[src/rtl/qam_mapper_pkg.sv]
// Shared constants for the QAM symbol mapper: mode encoding, constellation levels and I/Q width.
package qam_mapper_pkg;

    localparam logic MODE_QPSK  = 1'b0;
    localparam logic MODE_16QAM = 1'b1;

    localparam int QPSK_LVL = 1024;
    localparam int QAM16_HI = 1023;
    localparam int QAM16_LO = 341;

    localparam int QAM_DW = 12;

endpackage

[src/rtl/qam_sym_lut.sv]
// Pure combinational constellation lookup: symbol bits (b0 in sym_i[3]) to signed I/Q values.
// The 16-QAM path exists only when QAM_MAPPER_16QAM_EN is defined.
module qam_sym_lut
    import qam_mapper_pkg::*;
#(
    parameter int DW = QAM_DW
) (
    input  logic [3:0]    sym_i,
    input  logic          mode_i,
    output logic [DW-1:0] re_o,
    output logic [DW-1:0] im_o
);

    function automatic logic [DW-1:0] level(input logic neg, input int mag);
        return neg ? DW'(-mag) : DW'(mag);
    endfunction

`ifdef QAM_MAPPER_16QAM_EN
    always_comb begin
        re_o = level(sym_i[3], QPSK_LVL);
        im_o = level(sym_i[2], QPSK_LVL);
        if (mode_i == MODE_16QAM) begin
            re_o = level(sym_i[3], sym_i[2] ? QAM16_LO : QAM16_HI);
            im_o = level(sym_i[1], sym_i[0] ? QAM16_LO : QAM16_HI);
        end
    end
`else
    logic unused_lut;
    assign unused_lut = ^{mode_i, sym_i[1:0]};

    always_comb begin
        re_o = level(sym_i[3], QPSK_LVL);
        im_o = level(sym_i[2], QPSK_LVL);
    end
`endif

endmodule

[src/rtl/qam_mapper.sv]
// Serial-bit to QPSK/16-QAM symbol mapper with per-frame mode latch and SOF/EOF flags.
// 16-QAM support is compiled in only when QAM_MAPPER_16QAM_EN is defined.
module qam_mapper
    import qam_mapper_pkg::*;
#(
    parameter int FRAME_LEN = 512,
    parameter int DW        = QAM_DW
) (
    input  logic          clk,
    input  logic          rst,
    input  logic          di,
    input  logic          di_vld,
    input  logic          mode,
    output logic [DW-1:0] do_re,
    output logic [DW-1:0] do_im,
    output logic          do_vld,
    output logic          do_sof,
    output logic          do_eof
);

    localparam logic ST_IDLE   = 1'b0;
    localparam logic ST_ACTIVE = 1'b1;

    logic          state_q, state_d;
    logic [1:0]    bit_cnt_q, bit_cnt_d;
    logic [2:0]    sh_q, sh_d;
    logic [11:0]   sym_cnt_q, sym_cnt_d;
    logic [DW-1:0] re_q, re_d, im_q, im_d;
    logic          vld_q, vld_d, sof_q, sof_d, eof_q, eof_d;
    logic          mode_eff, last_bit;
    logic [3:0]    sym;
    logic [DW-1:0] lut_re, lut_im;

`ifdef QAM_MAPPER_16QAM_EN
    logic mode_q, mode_d;

    // In IDLE the incoming bit opens a frame, so the live mode input applies to it.
    assign mode_eff = (state_q == ST_IDLE) ? mode : mode_q;
`else
    logic unused_mode;
    assign unused_mode = mode;
    assign mode_eff    = MODE_QPSK;
`endif

    assign last_bit = di_vld && (bit_cnt_q == ((mode_eff == MODE_16QAM) ? 2'd3 : 2'd1));
    assign sym      = (mode_eff == MODE_16QAM) ? {sh_q, di} : {sh_q[0], di, 2'b00};

    qam_sym_lut #(
        .DW (DW)
    ) u_lut (
        .sym_i  (sym),
        .mode_i (mode_eff),
        .re_o   (lut_re),
        .im_o   (lut_im)
    );

    always_comb begin
        state_d   = state_q;
        bit_cnt_d = bit_cnt_q;
        sh_d      = sh_q;
        sym_cnt_d = sym_cnt_q;
        re_d      = re_q;
        im_d      = im_q;
        vld_d     = 1'b0;
        sof_d     = 1'b0;
        eof_d     = 1'b0;
`ifdef QAM_MAPPER_16QAM_EN
        mode_d    = mode_q;
`endif
        if (di_vld) begin
            sh_d = {sh_q[1:0], di};
            if (state_q == ST_IDLE) begin
                state_d = ST_ACTIVE;
`ifdef QAM_MAPPER_16QAM_EN
                mode_d  = mode;
`endif
            end
            if (last_bit) begin
                bit_cnt_d = 2'd0;
                vld_d     = 1'b1;
                re_d      = lut_re;
                im_d      = lut_im;
                sof_d     = (sym_cnt_q == 12'd0);
                eof_d     = (sym_cnt_q == 12'(FRAME_LEN - 1));
                if (eof_d) begin
                    sym_cnt_d = 12'd0;
                    state_d   = ST_IDLE;
                end else begin
                    sym_cnt_d = sym_cnt_q + 12'd1;
                end
            end else begin
                bit_cnt_d = bit_cnt_q + 2'd1;
            end
        end
    end

    always_ff @(posedge clk) begin
        if (rst) begin
            state_q   <= ST_IDLE;
            bit_cnt_q <= 2'd0;
            sh_q      <= 3'd0;
            sym_cnt_q <= 12'd0;
            re_q      <= '0;
            im_q      <= '0;
            vld_q     <= 1'b0;
            sof_q     <= 1'b0;
            eof_q     <= 1'b0;
`ifdef QAM_MAPPER_16QAM_EN
            mode_q    <= MODE_QPSK;
`endif
        end else begin
            state_q   <= state_d;
            bit_cnt_q <= bit_cnt_d;
            sh_q      <= sh_d;
            sym_cnt_q <= sym_cnt_d;
            re_q      <= re_d;
            im_q      <= im_d;
            vld_q     <= vld_d;
            sof_q     <= sof_d;
            eof_q     <= eof_d;
`ifdef QAM_MAPPER_16QAM_EN
            mode_q    <= mode_d;
`endif
        end
    end

    assign do_re  = re_q;
    assign do_im  = im_q;
    assign do_vld = vld_q;
    assign do_sof = sof_q;
    assign do_eof = eof_q;

endmodule

[config.mk]
export PLATFORM = sky130hd
export DESIGN_NAME = qam_mapper
export DESIGN_NICKNAME = d
export VERILOG_FILES = /design/src/rtl/qam_mapper_pkg.sv /design/src/rtl/qam_sym_lut.sv /design/src/rtl/qam_mapper.sv
export SDC_FILE = /design/constraint.sdc
export NUM_CORES = 1
export LEC_CHECK = 0
export CORE_MARGIN = 8
export CORE_UTILIZATION = 53
export DETAILED_ROUTE_END_ITERATION = 10
export PLACE_DENSITY = 0.9
export SLEW_MARGIN = 5
export SYNTH_ARGS = -nofsm -noshare
export SYNTH_HDL_FRONTEND = slang
export SYNTH_HIERARCHICAL = 1
export SYNTH_SLANG_ARGS = --single-unit
[constraint.sdc]
create_clock -name clk -period 1.9 [get_ports clk]
set_clock_uncertainty 0.2 [all_clocks]
set_input_delay 0.475 -clock clk [delete_from_list [all_inputs] [get_ports clk]]
set_output_delay 0.475 -clock clk [all_outputs]
set_load 0.02 [all_outputs]
# == After elaboration in Yosys (flattened, before gate mapping) ==
# Cells that the tools add are included.
# word_totals
wordCells,24
register_bits,42
out_inout_bits,27
inputBits,5
# classes
n_mux,5
add_sub_neg,2
reduce_logical,5
n_bitwise,2
eq_ne,2
# op_table
operator,n
two-way mux 12 bit,3
"adder 12 x 1 -> 12 bit, second input constant",1
"== test 12 x 9 -> 1 bit, second input constant",1
logical NOT 12 bit,1
OR reduction 3 bit,1
"adder 2 x 1 -> 2 bit, second input constant",1
"== test 2 x 1 -> 1 bit, second input constant",1
two-way mux 2 bit,1
inverter 1 bit,2
AND reduction 2 bit,1
OR reduction 2 bit,1
logical AND 1 bit,1
two-way mux 1 bit,1

# == Depth between registers and ports, before layout ==
# Gate-level depths: netlist (run 1).
# depth
word_depth,4
mapped_depth,6
mapped_depth_nobuf,5

# == Cells and area by module ==
# The synthesis (run 1) kept the hierarchy.
# modules_own_cells
module,cells_each,area_per_inst_um2,instances,seq_area_each_um2
qam_mapper,192,1616.6,1,840.8
qam_sym_lut,26,187.7,1,0.0

# == Worst setup path after synthesis (run 1) ==
# No wires, ideal clock.
# synth_path
path_type,register -> register
startpoint,reg sym_cnt_q[0]
endpoint,reg sym_cnt_q[11]
t_required_ns,1.585
setup_time_ns,0.115
path_buffers,1
slack_ns,0.364
period_less_slack_ns,1.536
arrival_time_ns,1.222
path_stages_with_launch,7
path_cell_list,dfxtp_1 > ha_1 > nand2_1 > nor4_1 > a21o_1 > buf_6 > nor2_1
# synth_via
elab_chain_cells,2
elab_cells_between_ends,3
cone_classes,add/sub (1); eq/ne (1); mux (1)
# synth_lines
item,line,text
"start, declared",qam_mapper.sv:27,"logic [11:0] sym_cnt_q, sym_cnt_d;"
"start signal, assigned",qam_mapper.sv:115,sym_cnt_q <= sym_cnt_d;
adder 12 x 1 -> 12 bit or == test 12 x 9 -> 1 bit (tied branches),"qam_mapper.sv:89, qam_mapper.sv:84",
two-way mux 12 bit *,qam_mapper.sv:85,if (eof_d) begin
# Mark *: on every way between the ends. The rest lies on a longest branch, timed or not.
# A chain may end at the register's enable or synchronous reset.

# == Worst setup path after layout (run 1) ==
# layout_path
startpoint,in di_vld
endpoint,reg sym_cnt_q[10]
# layout_via
elab_chain_cells,2
# layout_lines
item,line,text
"start, declared",qam_mapper.sv:12,"input logic di_vld,"
logical AND 1 bit,qam_mapper.sv:45,assign last_bit = di_vld && (bit_cnt_q == ((mode_eff == MODE_16QAM) ? 2'd3 : 2'd1));
AND reduction 2 bit (no source line) *,-,
# Marks and branches as above.

==> flow_summary.yaml, run 1 <==
run_status:
  outcome: "finished clean"
detailed_routing:
  first_iter_violations: 98
  ant_nets: 0
  first_pass_iters: 4
  wirelength_um: 3260
  route.detailed.wl_per_inst_um: 11.0
  vias_per_cell: 4.69
  vias: 1383
  drc: 0
worst_setup_path:
  cp-end-kind: "flop"
  startpoint_type: "primary input"
  max_stage_delay_ps: 530
  critPathMaxFanout: 6
  worst_ep_required_time_ps: 1950
  crit_path_top_delay_cell: "clkdlybuf4s50_1"
  criticalPathCategory: "primary input to flop"
  arrival_ps: 1880
  crit_path_cell_trace: "clkdlybuf4s50_1 -> nand3b_4 -> buf_4 -> nor4_1 -> xnor2_1 -> nor2_1"
layout:
  fillCellCount: 330
  final_area_mm2: 0.00211
  final_cell_mix: "56 x nand2_1, 42 x dfxtp_1, 27 x dlygate4sd2_1"
  nets: 255
  layout_commonest_cell: "nand2_1"
  antenna_cells: 0
  layout-drive-gt1-share: 0.0763
  areaGrowthSynthToFinish_pct: 17.0
  fin_cells: 295
timing:
  clock.fmax_mhz: 545
  rsz0062_at_grt: "no"
  slew_violations: 0
  hold_viol_final: 0
  finalCriticalPeriod_ps: 1830
  setup_viol: 0
  fin_crit_sh: 0.965
  holdWs_ps: 253
global_route:
  grt_use_total: 0.124
  grt_max_degree: 30
  overflow: 0
  first_global_vias: 1267
  grt_pass1_wl_um: 5330
  antenna_found_initial: 0
clock_tree:
  cts_sinks: 42
  clk_latency_ps: 350
  cts-root-buf: "clkbuf_4"
  h-tree-depth: 2
  clk_pin_slew_worst_paths_ps: 110
  cts_made_buffers: 5
  cts_tree: "done"
  clockBufferDepth: 2
  postCtsSetupRepairBufs: 0
placed_design:
  gp_congestion: 0.835
  port-buffer-count: 30
  placed_cell_area_mm2: 0.00206
  dp_cells: 287
  hpwl_um: 2400
die:
  dieArea_mm2: 0.00552
  core_mm2: 0.00331
  die_w_um: 74.3
  die_h_um: 74.3
  num_rows: 21
  initial_core_util: 0.544
  io_pins: 32
pwr:
  power_density_mw_per_mm2: 788
  intPower_uw: 1250
  sequentialPowerShare: 0.558
  p_leak_uw: 0.000915
  power_frac_comb: 0.105
  power.share.clock: 0.337
  p_switching_uw: 405
  peakVddDrop_mv: 0.513
  p_sw_frac: 0.244
hold_path:
  hold_path_class: "flop to flop"
logic_synthesis:
  syn_inst: 217
  synth_area_mm2: 0.00180
  avgSynthCellArea_um2: 8.30
  ys_warn_count: 6
run:
  cap_violations: 0
==> path summary, 6_finish.rpt <==
| check | from | to | slack [ps] | cells after the start |
|---|---|---|---|---|
| worst min register to register | do_re[0] | do_re[0] | 250 | 2 |
| worst min-delay path | do_re[0] | do_re[0] | 250 | 2 |
| worst max register to register | sym_cnt_q[0] | sym_cnt_q[11] | 110 | 5 |
| worst max-delay path | di_vld | sym_cnt_q[10] | 70 | 6 |
==> per-layer routing <==
layer / up-vias / share of wire / GRT usage
li1: 722 / - / -
met1: 628 / 0.40 / 0.124
met5: - / 0 / 0
met4: 0 / 0.014 / 0.0457
met2: 26 / 0.51 / 0.222
met3: 7 / 0.078 / 0.0553
==> state kept, by name, summed over array words and instances, names as in the netlist <==
register,cells
bit_cnt_q,2
sh_q,1
do_re,12
do_vld,1
do_sof,1
do_eof,1
sym_cnt_q,12
do_im,12
==> through the flow <==
stage / setup TNS (ps) / power, uW / worst slack, ps / util
floorplan: 0 / 1090 / 364 / -
global placement: -3710 / 1130 / -303 / 0.622
detailed placement: -4340 / 1140 / -347 / 0.622
CTS: 0 / 1680 / 19.3 / 0.636
global route: 0 / 1740 / 4.02 / 0.636
finish: 0 / 1660 / 66.5 / 0.636
==> power by group through the flow <==
stage	sequential, uW	combinational, uW	clock, uW
after floorplan	974	118	0
after global placement	945	187	0
after detailed placement	947	190	0
after CTS	926	174	577
after global routing	930	193	613
final	925	174	560
==> repair_timing <==
item | in CTS | in global routing
gates resized for setup | 27 | 1
setup endpoints to repair | 27 | 9
pin swaps | 0 | 0
hold buffers | 0 | 0
==> area by class of cell <==
cell class | count | area (um2) | share of cell area
clock inverters | 2 | 37.5 | 0.0178
multi-input cells | 156 | 779 | 0.370
repair buffers | 39 | 334 | 0.159
well taps | 46 | 57.6 | 0.0273
flip-flops and latches | 42 | 841 | 0.399
clock buffers | 6 | 41.3 | 0.0196
inverters | 4 | 15.0 | 0.00713
==> worst max-delay path, delay by kind of cell <==
kind	cells	cell delay, ps
XOR/XNOR	1	170
buffers and inverters	2	690
AND/OR/NAND/NOR	3	540
(Power assumes the default switching activity.)
==> run 2: changes to the inputs <==
Settings changed: CORE_UTILIZATION 53 to 25, GPL_ROUTABILITY_DRIVEN from default to 0, PLACE_DENSITY 0.9 to 0.54.
==> run 2 against run 1 <==
Compared with the run above:
- sequential power about the same
- highest routed layer unchanged
- non-clock buffer count increased by 5
- sequential cell count unchanged
- sequential share of layout area decreased by 2.6 points
- via count decreased by 0.22%
- power increased by 2.5%
- worst setup slack improved by 130 ps
- clock-buffer cell count increased by 1
- global-route usage decreased by 4.9 points
- final cell count increased by 20%
- critical path type is now flop to flop
==> flow_summary.yaml, run 2 (synthesis gave the netlist of run 1 again) <==
run_status:
  outcome: "finished clean"
detailed_routing:
  wirelength_um: 3740
  ant_nets: 0
  drc: 0
  vias: 1380
  first_iter_violations: 60
  first_pass_iters: 2
  route.detailed.wl_per_inst_um: 10.6
  vias_per_cell: 3.91
worst_setup_path:
  worst_ep_required_time_ps: 1890
  startpoint: "sym_cnt_q[3]"
  crit_path_top_delay_cell: "dfxtp_1"
  ff2ff_setup_slack_ps: 200
  crit_path_cell_trace: "nand4_2 -> nor4_4 -> a21o_1 -> buf_4 -> nor2_1"
  startpoint_type: "flop"
  r2r_start: "sym_cnt_q[3]"
  criticalPathCategory: "flop to flop"
  arrival_ps: 1690
  max_stage_delay_ps: 460
  critPathMaxFanout: 6
  cp-end-kind: "flop"
pwr:
  power_frac_comb: 0.108
  peakVddDrop_mv: 0.431
  power.share.clock: 0.348
  intPower_uw: 1270
  p_leak_uw: 0.000985
  p_sw_frac: 0.251
  sequentialPowerShare: 0.543
  power_density_mw_per_mm2: 754
  p_switching_uw: 427
clock_tree:
  cts_hold_buf: 0
  clk_latency_ps: 290
  cts_sinks: 42
  cts_made_buffers: 5
  h-tree-depth: 2
  cts_tree: "done"
  cts-root-buf: "clkbuf_8"
  clockBufferDepth: 2
  clk_pin_slew_worst_paths_ps: 80
die:
  io_pins: 32
  dieArea_mm2: 0.0102
  core_mm2: 0.00710
  num_rows: 31
  initial_core_util: 0.254
  die_w_um: 101
  die_h_um: 101
hold_path:
  min_from: "bit_cnt_q[1]"
  hold_path_class: "flop to flop"
timing:
  finalCriticalPeriod_ps: 1700
  clock.fmax_mhz: 588
  tns_ps: 0
  rsz0062_at_grt: "no"
  setup_viol: 0
  hold_viol_final: 0
  slew_violations: 0
  fin_crit_sh: 0.894
global_route:
  grt_use_total: 0.0749
  grt_max_degree: 28
  overflow: 0
  grt_pass1_wl_um: 6010
  antenna_found_initial: 0
  first_global_vias: 1272
layout:
  layout-drive-gt1-share: 0.102
  fillCellCount: 784
  nets: 260
  antenna_cells: 0
  layout_commonest_cell: "nand2_1"
  areaGrowthSynthToFinish_pct: 25.2
  final_area_mm2: 0.00225
  final_cell_mix: "56 x nand2_1, 42 x dfxtp_1, 26 x a21oi_1, 26 x dlygate4sd2_1, 22 x conb_1"
run:
  cap_violations: 0
placed_design:
  port-buffer-count: 30
  hpwl_um: 2590
  placed_cell_area_mm2: 0.00216
## run 2: changes by cell type in the layout (fill, tap and decap cells not counted), moves of 2 or more
cell / change
clkbuf_8: +6
nor4_2: +2
nor4_1: -3
dlymetal6s2s_1: +2
clkbuf_4: -5
buf_4: +5
## run 2: timing repair
action	CTS	global route
setup buffers	0	0
resized for setup	27	5
endpoints found under the hold margin	0	0
pin swaps	0	0
setup endpoints to repair	28	14
## run 2: through the flow
step	util	power, uW	hold WS (ps)	instances	setup WS [ps]
finish	0.318	1700	247	353	200
CTS	0.314	1730	251	353	14.3
global route	0.318	1780	275	353	65.9
global placement	0.305	1150	235	345	-338
floorplan	-	1090	219	237	364
detailed placement	0.305	1150	243	345	-308
## run 2: worst paths after layout
path / endpoint / depth (start not counted)
min: bit_cnt_q[1] / 2
max reg2reg: sym_cnt_q[11] / 5
max: sym_cnt_q[11] / 5
min reg2reg: bit_cnt_q[1] / 2
## run 2: cell type report
cell class                      instances  area [um2]  share of cell area
Clock buffer                            7        86.3              0.0383
Clock inverter                          1        5.00             0.00222
Inverter                                4        15.0             0.00666
Multi-Input combinational cell        156         806               0.357
Sequential cell                        42         841               0.373
Tap cell                               99         124              0.0549
Timing Repair Buffer                   44         378               0.168
## run 2: critical path, delay by kind of cell, from the launching register on
family	cells	cell delay, ps
DFF	1	460
AOI/OAI and AO/OA	1	180
and+or+nand+nor	3	600
buffers and inverters	1	150
## run 2: metal layers
metal | vias to the layer above | track usage | wire length [um]
li1 | 729 | - | -
met1 | 626 | 0.0903 | 1780
met2 | 19 | 0.115 | 1720
met3 | 6 | 0.0200 | 148
met4 | 0 | 0.0488 | 91
met5 | - | 0 | 0
## run 2: power groups by stage
stage	Combinational, uW	Sequential, uW	Clock [uW]
floorplan	118	974	0
global placement	200	946	0
detailed placement	201	947	0
CTS	186	925	620
global route	206	928	644
finish	184	924	592
==> run 3: changes to the inputs <==
--- a/config.mk
+++ b/config.mk
@@ -10,5 +10,5 @@
 export DETAILED_ROUTE_END_ITERATION = 10
 export GPL_ROUTABILITY_DRIVEN = 0
-export PLACE_DENSITY = 0.54
+export PLACE_DENSITY_LB_ADDON = 0.08
 export SLEW_MARGIN = 5
 export SYNTH_ARGS = -nofsm -noshare
==> constraint.sdc (replaced) <==
create_clock -name clk -period 1.9 [get_ports clk]
set_clock_uncertainty 0.2 [all_clocks]
set_input_delay 0.475 -clock clk [delete_from_list [all_inputs] [get_ports clk]]
set_output_delay 0.475 -clock clk [all_outputs]
set_load 0.01 [all_outputs]
==> run 3 against run 2 <==
Compared with the run above:
- combinational power decreased by 3%
- die area unchanged
- clock-buffer cell count fell by 1
- routed wire length is 1.2% higher
==> flow_summary.yaml, run 3 (synthesis gave the netlist of run 1 again) <==
global_route:
  grt_max_degree: 27
  grt_use_total: 0.0810
  first_global_vias: 1340
  grt_pass1_wl_um: 6440
  overflow: 0
  antenna_found_initial: 0
detailed_routing:
  met1Wirelength_um: 1820
  drc: 0
  dr_wl_met3_um: 157
  first_iter_violations: 49
  ant_nets: 0
  wirelength_um: 3790
  vias: 1357
  vias_per_cell: 3.84
  highest_layer: "met4"
  route.detailed.wl_per_inst_um: 10.7
  met2WireLength_um: 1750
  first_pass_iters: 3
clock_tree:
  clk_latency_ps: 290
  cts-root-buf: "clkbuf_8"
  cts_hold_buf: 0
  cts_sinks: 42
  cts_tree: "done"
  clk_pin_slew_worst_paths_ps: 80
  clockBufferDepth: 2
  h-tree-depth: 2
  cts_made_buffers: 5
worst_setup_path:
  cp-end-kind: "primary output"
  crit_path_top_delay_cell: "clkdlybuf4s50_1"
  worst_ep_required_time_ps: 1220
  startpoint_type: "flop"
  criticalPathCategory: "flop to primary output"
  max_stage_delay_ps: 540
  cpLargestDelayFamily: "buffers and inverters"
  arrival_ps: 1170
  crit_path_cell_trace: "clkdlybuf4s50_1"
  critPathMaxFanout: 2
  crit_buf_inv: 1
layout:
  fillCellCount: 754
  layout_commonest_cell: "nand2_1"
  final_cell_mix: "56 x nand2_1, 42 x dfxtp_1, 26 x a21oi_1"
  nets: 260
  layout-drive-gt1-share: 0.110
  antenna_cells: 0
  fin_cells: 353
  areaGrowthSynthToFinish_pct: 29.3
pwr:
  sequentialPowerShare: 0.542
  p_leak_uw: 0.000996
  intPower_uw: 1290
  p_sw_frac: 0.247
  peakVddDrop_mv: 0.305
  power_frac_comb: 0.104
  power.share.clock: 0.354
  p_switching_uw: 422
  power_density_mw_per_mm2: 734
timing:
  slew_violations: 0
  hold_viol_final: 0
  setup_viol: 0
  tns_ps: 0
  fin_crit_sh: 0.970
  finalCriticalPeriod_ps: 1840
  clock.fmax_mhz: 542
  rsz0062_at_grt: "no"
die:
  dieArea_mm2: 0.0102
  die_h_um: 101
  io_pins: 32
  core_mm2: 0.00710
  die_w_um: 101
  num_rows: 31
  initial_core_util: 0.254
run:
  cap_violations: 0
placed_design:
  hpwl_um: 2640
  dp_cells: 345
  port-buffer-count: 30
hold_path:
  hold_path_class: "flop to flop"
run_status:
  outcome: "finished clean"
==> run 3: stage by stage <==
stage,worst slack (ps),total power (uW),hold WS (ps),util,area (um2)
floorplan,364,1070,219,-,1880
global placement,-353,1130,243,0.307,2180
detailed placement,-383,1130,240,0.307,2180
CTS,1.17,1750,250,0.321,2280
global route,2.06,1800,280,0.328,2330
finish,56.1,1710,249,0.328,2330
==> run 3: layout make-up <==
class,count,area [um2],area share
Clock buffer,6,82.6,0.0355
Clock inverter,2,12.5,0.00538
Inverter,4,15.0,0.00645
Multi-Input combinational cell,156,812,0.349
Sequential cell,42,841,0.361
Tap cell,99,124,0.0532
Timing Repair Buffer,44,440,0.189
==> run 3: power groups by stage <==
stage	Combinational (uW)	Sequential, uW	Clock, uW
after floorplan	118	956	0
after global placement	183	947	0
after detailed placement	183	947	0
after CTS	184	927	642
after global routing	201	930	670
final	178	925	604
==> run 3: final timing paths <==
| check | from | to | slack [ps] | depth (start not counted) |
|---|---|---|---|---|
| hold reg to reg | bit_cnt_q[1] | bit_cnt_q[1] | 250 | 2 |
| hold / removal | bit_cnt_q[1] | bit_cnt_q[1] | 250 | 2 |
| setup reg to reg | sym_cnt_q[0] | sym_cnt_q[8] | 240 | 6 |
| setup / recovery | do_re[7] | do_re[7] | 60 | 1 |
==> run 3: metal layers <==
| metal | up-vias | global-route usage |
|---|---|---|
| li1 | 731 | - |
| met1 | 600 | 0.0948 |
| met2 | 20 | 0.130 |
| met3 | 6 | 0.0249 |
| met4 | 0 | 0.0419 |
| met5 | - | 0 |
==> run 3: what timing repair did <==
action / in CTS / in global routing
setup endpoints to repair: 9 / 18
resized for setup: 1 / 13
setup buffers: 0 / 0
gates cloned: 0 / 0
